==> src/rtl/serial_adder_arbiter_pkg.sv <==
// Shared types and sizing helpers for the serial adder arbiter.
package serial_adder_pkg;

  typedef enum logic [1:0] {
    IDLE   = 2'd0,
    RUN    = 2'd1,
    DONE_S = 2'd2
  } state_t;

  localparam int SIZE_DEF    = 8;
  localparam int ADD_LAT_DEF = 10;

  // Run counter only needs to reach lat-1; keep at least one bit for lat == 1.
  function automatic int cnt_width(input int lat);
    return (lat > 1) ? $clog2(lat) : 1;
  endfunction

  localparam int CNT_W_DEF = cnt_width(ADD_LAT_DEF);

endpackage

==> src/rtl/serial_adder_arbiter_rr_pick.sv <==
// Round-robin pick: first set request bit at or after the pointer, wrapping modulo NREQ.
module rr_pick
  import serial_adder_pkg::*;
#(
  parameter int NREQ  = 4,
  parameter int IDX_W = 2
) (
  input  logic [NREQ-1:0]  i_req,
  input  logic [IDX_W-1:0] i_ptr,
  output logic [NREQ-1:0]  o_onehot,
  output logic [IDX_W-1:0] o_idx,
  output logic             o_any
);

  logic [NREQ-1:0] w_rot;

  // Rotate so bit 0 is the requester the pointer names.
  assign w_rot = (i_req >> i_ptr) | (i_req << (NREQ - int'(i_ptr)));

  always_comb begin
    o_onehot = '0;
    o_idx    = '0;
    o_any    = 1'b0;
    for (int k = 0; k < NREQ; k++) begin
      if (!o_any && w_rot[k]) begin
        o_any    = 1'b1;
        o_idx    = IDX_W'((int'(i_ptr) + k) % NREQ);
        o_onehot = NREQ'(1) << o_idx;
      end
    end
  end

endmodule

==> src/rtl/serial_adder_arbiter.sv <==
// Shares one serial adder between NREQ requesters: grant, hold START for ADD_LAT cycles,
// capture SUM with a DONE pulse, then leave a START-low gap so the adder re-arms.
module serial_adder_arbiter
  import serial_adder_pkg::*;
#(
  parameter int SIZE    = SIZE_DEF,
  parameter int NREQ    = 4,
  parameter int ADD_LAT = ADD_LAT_DEF
) (
  input  logic                 CLK,
  input  logic                 RST,
  input  logic [NREQ-1:0]      REQ,
  input  logic [NREQ*SIZE-1:0] A_IN,
  input  logic [NREQ*SIZE-1:0] B_IN,
  output logic [NREQ-1:0]      GNT,
  output logic [NREQ-1:0]      DONE,
  output logic [SIZE:0]        SUM_OUT,
  output logic                 BUSY,
  output logic                 ADD_START,
  output logic [SIZE-1:0]      ADD_A,
  output logic [SIZE-1:0]      ADD_B,
  input  logic [SIZE:0]        ADD_SUM
);

  localparam int IDX_W = $clog2(NREQ);
  localparam int CNT_W = cnt_width(ADD_LAT);

  state_t           r_state, w_next;
  logic [CNT_W-1:0] r_cnt;
  logic [IDX_W-1:0] r_ptr, r_w;
  logic [NREQ-1:0]  r_gnt, r_done;
  logic [SIZE:0]    r_sum;
  logic             r_busy, r_start;
  logic [SIZE-1:0]  r_add_a, r_add_b;

  logic [NREQ-1:0]  w_onehot;
  logic [IDX_W-1:0] w_idx;
  logic             w_any;
  logic             w_last;

  rr_pick #(
    .NREQ  (NREQ),
    .IDX_W (IDX_W)
  ) u_pick (
    .i_req    (REQ),
    .i_ptr    (r_ptr),
    .o_onehot (w_onehot),
    .o_idx    (w_idx),
    .o_any    (w_any)
  );

  always_comb begin
    w_next = r_state;
    w_last = (r_cnt == CNT_W'(ADD_LAT - 1));
    case (r_state)
      IDLE:    if (w_any) w_next = RUN;
      RUN:     if (w_last) w_next = DONE_S;
      DONE_S:  w_next = IDLE;
      default: w_next = IDLE;
    endcase
  end

  always_ff @(posedge CLK) begin
    if (RST) begin
      r_state <= IDLE;
      r_cnt   <= '0;
      r_ptr   <= '0;
      r_w     <= '0;
      r_gnt   <= '0;
      r_done  <= '0;
      r_sum   <= '0;
      r_busy  <= 1'b0;
      r_start <= 1'b0;
      r_add_a <= '0;
      r_add_b <= '0;
    end else begin
      r_state <= w_next;
      case (r_state)
        IDLE: begin
          r_done <= '0;
          if (w_any) begin
            r_add_a <= A_IN[w_idx*SIZE +: SIZE];
            r_add_b <= B_IN[w_idx*SIZE +: SIZE];
            r_gnt   <= w_onehot;
            r_w     <= w_idx;
            r_cnt   <= '0;
            r_start <= 1'b1;
            r_busy  <= 1'b1;
          end
        end
        RUN: begin
          r_cnt <= r_cnt + 1'b1;
          if (w_last) begin
            r_sum   <= ADD_SUM;
            r_done  <= r_gnt;
            r_start <= 1'b0;
          end
        end
        DONE_S: begin
          r_done <= '0;
          r_gnt  <= '0;
          r_busy <= 1'b0;
          r_ptr  <= (r_w == IDX_W'(NREQ - 1)) ? '0 : r_w + 1'b1;
        end
        default: ;
      endcase
    end
  end

  assign GNT       = r_gnt;
  assign DONE      = r_done;
  assign SUM_OUT   = r_sum;
  assign BUSY      = r_busy;
  assign ADD_START = r_start;
  assign ADD_A     = r_add_a;
  assign ADD_B     = r_add_b;

endmodule
==> config.mk <==
export PLATFORM = sky130hd
export DESIGN_NAME = serial_adder_arbiter
export DESIGN_NICKNAME = d
export VERILOG_FILES = /design/src/rtl/serial_adder_arbiter_pkg.sv /design/src/rtl/serial_adder_arbiter_rr_pick.sv /design/src/rtl/serial_adder_arbiter.sv
export SDC_FILE = /design/constraint.sdc
export NUM_CORES = 1
export LEC_CHECK = 0
export ABC_AREA = 1
export CORE_MARGIN = 1
export CORE_UTILIZATION = 35
export DETAILED_ROUTE_END_ITERATION = 12
export DONT_BUFFER_PORTS = 1
export GPL_TIMING_DRIVEN = 0
export HOLD_SLACK_MARGIN = 0.03
export SLEW_MARGIN = 20
export SYNTH_ARGS = -nofsm -noshare
export SYNTH_HDL_FRONTEND = slang
export SYNTH_SLANG_ARGS = --single-unit
==> constraint.sdc <==
create_clock -name CLK -period 2.75 [get_ports CLK]
set_input_delay 0.55 -clock CLK [delete_from_list [all_inputs] [get_ports CLK]]
set_output_delay 0.55 -clock CLK [all_outputs]
set_load 0.02 [all_outputs]
==> impl_metrics.env <==
export IMPL_outcome="completed"
export IMPL_r2r_cells=14
export IMPL_clk_latency_ps=300
export IMPL_rrSetupSlack_ps=190
export IMPL_holdPathStages=2
export IMPL_ys_seq_area_share_pct=32.1
export IMPL_path_class="reg -> reg"
export IMPL_place_hpwl_mm=5.52
export IMPL_netlist_instances=445
export IMPL_drv_cap=0
export IMPL_port_buffers=0
export IMPL_syn_area_um2=2810
export IMPL_cp_slowest_stage_delay_ps=420
export IMPL_clkPwrFrac_pct=27.8
export IMPL_syn2layout_area_growth_pct=9.31
export IMPL_drive_gt1_share_pct=9.89
export IMPL_path_clk_slew_ps=80
export IMPL_initial_core_util_pct=36.4
export IMPL_slew_viol_final=0
export IMPL_placed_cell_area_um2=2940
export IMPL_cts_max_level=2
export IMPL_ant_nets=0
export IMPL_row_count=32
export IMPL_finalPower_mw=1.44
export IMPL_cts_root_buf="clkbuf_8"
export IMPL_max_freq_mhz=390
export IMPL_cp_slowest_cell="dfxtp_4"
export IMPL_fillCellCount=838
export IMPL_first_pass_iters=4
export IMPL_p_int_uw=971
export IMPL_yosysUniqueCellTypes=30
export IMPL_period_share_pct=93.2
export IMPL_nets=541
export IMPL_seqPwrFrac_pct=52.9
export IMPL_cts_buffer_depth=2
export IMPL_path_cells="clkinvlp_4, ha_1, inv_1, or2_2, nor2_1, a21oi_2, nand3_2, nand2_1, inv_2, nand2_2, inv_2, nand2_2, nor3b_1, nor2_1"
export IMPL_fin_setup_tns_ps=0
export IMPL_antenna_found_initial=0
export IMPL_vias=2743
export IMPL_hp_class="in -> reg"
export IMPL_die_height_um=91.6
export IMPL_timing_hold_worst_endpoint="SUM_OUT[0]"
export IMPL_maxSlewHeadroom_pct=66.1
export IMPL_switching_share_pct=32.6
export IMPL_post_place_ws_ps=-155
export IMPL_critPathTopFamily="simple AND/OR/NAND/NOR gates"
export IMPL_routed_via_density=4.92
export IMPL_grt_usage_pct=17.1
export IMPL_cp_arrival_ps=2740
export IMPL_ctsHoldBuffers=0
export IMPL_grt_pass1_wl_mm=11.8
export IMPL_startpoint_type="register"
export IMPL_worstPathMaxFanout=10
export IMPL_cts_tree="built"
export IMPL_dieArea_um2=8390
export IMPL_cts_buffers=5
export IMPL_worst_slew_pin_slew_ps=509
export IMPL_r2r_end="ADD_B[1]"
export IMPL_grt_pass1_vias=2611
export IMPL_synth_warnings=0
export IMPL_p_leak_nw=1.56
export IMPL_cts_sinks=45
export IMPL_drc=0
export IMPL_antenna_cells=0
export IMPL_pin_count=114
export IMPL_drt_iter0_drc=80
export IMPL_wl_per_cell_um=13.0
export IMPL_drt_total_wl_mm=7.23
export IMPL_crit_required_ps=2930
export IMPL_power_density_nw_per_um2=469
export IMPL_core_area_um2=7730
export IMPL_finalSetupViolCount=0
export IMPL_min_period_ps=2560
export IMPL_die_w_um=91.6
export IMPL_p_comb_share_pct=19.2
export IMPL_syn_nets=532
export IMPL_synth_seq_cells=45
export IMPL_final_cell_area_um2=3070
export IMPL_syn_avg_cell_area_um2=6.32
export IMPL_end_kind="register"
export IMPL_switchingPower_uw=470
export IMPL_path_buf_inv=4
export IMPL_reg2reg_from="r_ptr[1]"
export IMPL_hold_start="ADD_SUM[0]"
export IMPL_hold_viol_final=0
export IMPL_grt_max_degree=14
export IMPL_fin_skew_ps=15.5
export IMPL_place_congestion=0.796
export IMPL_utilization_pct=39.8
export IMPL_ir_drop_v=0.000302
export IMPL_overflow=0
export IMPL_finalWorstSetupSlack_ps=188
cell usage in the layout, fill, tap and decap left out, drive strengths merged:
| cell type | synthesis | routed |
|---|---|---|
| a211oi | 2 | 2 |
| a21oi | 15 | 15 |
| a22oi | 4 | 4 |
| a32o | 4 | 4 |
| buf | 10 | 12 |
| clkbuf | 5 | 12 |
| clkinvlp | 0 | 2 |
| dfxtp | 45 | 45 |
| ha | 8 | 8 |
| inv | 68 | 67 |
| nand2 | 106 | 106 |
| nand3 | 57 | 57 |
| nand3b | 2 | 2 |
| nor2 | 86 | 86 |
| nor3 | 1 | 1 |
| nor3b | 9 | 9 |
| nor4 | 1 | 1 |
| o211ai | 4 | 4 |
| o21ai | 16 | 16 |
| or2 | 2 | 2 |
worst max path at each step:
stage,startpoint,to,slack (ps),cells past startpoint
2_1_floorplan,r_ptr[1],ADD_A[0],480,14
3_3_place_gp,r_ptr[1],ADD_B[6],-170,14
3_5_place_dp,r_ptr[1],ADD_B[6],-150,14
4_1_cts,r_ptr[1],ADD_A[1],100,16
5_1_grt,r_ptr[1],ADD_B[1],-20,16
6_report,r_ptr[1],ADD_B[1],190,14
cells by family after synthesis:
kind of cell / share of synthesized area, %
AND/OR/NAND/NOR: 42.3
buffers and inverters: 12.4
AO/OA/AOI/OAI: 9.75
flip-flops: 32.1
adder cells (fa/ha/maj): 3.56
metal layers:
metal / vias up / global-route usage (%) / wire length (µm)
met5: - / 0 / 0
met4: 0 / 1.85 / 5
met3: 2 / 5.44 / 655
met2: 100 / 29.1 / 3240
met1: 1225 / 21.7 / 3320
li1: 1416 / - / -
stage by stage:
step           cells  hold slack [ps]
6_report         557              393
2_1_floorplan    445              431
3_3_place_gp     547              451
4_1_cts          555              382
3_5_place_dp     547              454
5_1_grt          557              378
power groups by stage:
stage | Clock [mW] | Combinational (mW) | Sequential (mW)
floorplan | 0 | 0.217 | 0.770
global placement | 0 | 0.270 | 0.780
finish | 0.401 | 0.277 | 0.763
CTS | 0.421 | 0.277 | 0.765
detailed placement | 0 | 0.273 | 0.781
global route | 0.445 | 0.320 | 0.769
sequential cells by signal (all words and copies together) (netlist names):
register,flops
r_cnt,4
r_w,2
r_ptr,2
DONE,4
ADD_START,1
ADD_B,8
SUM_OUT,9
ADD_A,8
r_state,2
BUSY,1
GNT,4
synthesized netlist by cell type (all sizes together):
cell type | instances | area (µm²)
a211oi | 2 | 15.0
a21oi | 15 | 78.8
a22oi | 4 | 30.0
a32o | 4 | 40.0
buf | 10 | 73.8
clkbuf | 5 | 18.8
dfxtp | 45 | 901
ha | 8 | 100
inv | 68 | 255
nand2 | 106 | 423
nand3 | 57 | 320
nand3b | 2 | 15.0
nor2 | 86 | 338
nor3 | 1 | 5.00
nor3b | 9 | 67.6
nor4 | 1 | 6.26
o211ai | 4 | 30.0
o21ai | 16 | 80.1
or2 | 2 | 12.5
final cells by class:
type / count / area, µm² / share of cell area [%]
multi-input cells: 317 / 1580 / 51.4
flip-flops and latches: 45 / 908 / 29.6
inverters: 68 / 262 / 8.51
well taps: 102 / 128 / 4.15
plain buffers: 15 / 95.1 / 3.10
clock buffers: 7 / 76.3 / 2.48
repair buffers: 2 / 15.0 / 0.489
clock inverters: 1 / 7.51 / 0.244
what timing repair did:
item                                    in CTS  in global routing
endpoints found under the hold margin        0                  0
endpoints found under the setup margin      10                 21
buffers inserted                             0                  2
resized for setup                            3                 10
Power figures use the tool's default switching activity.
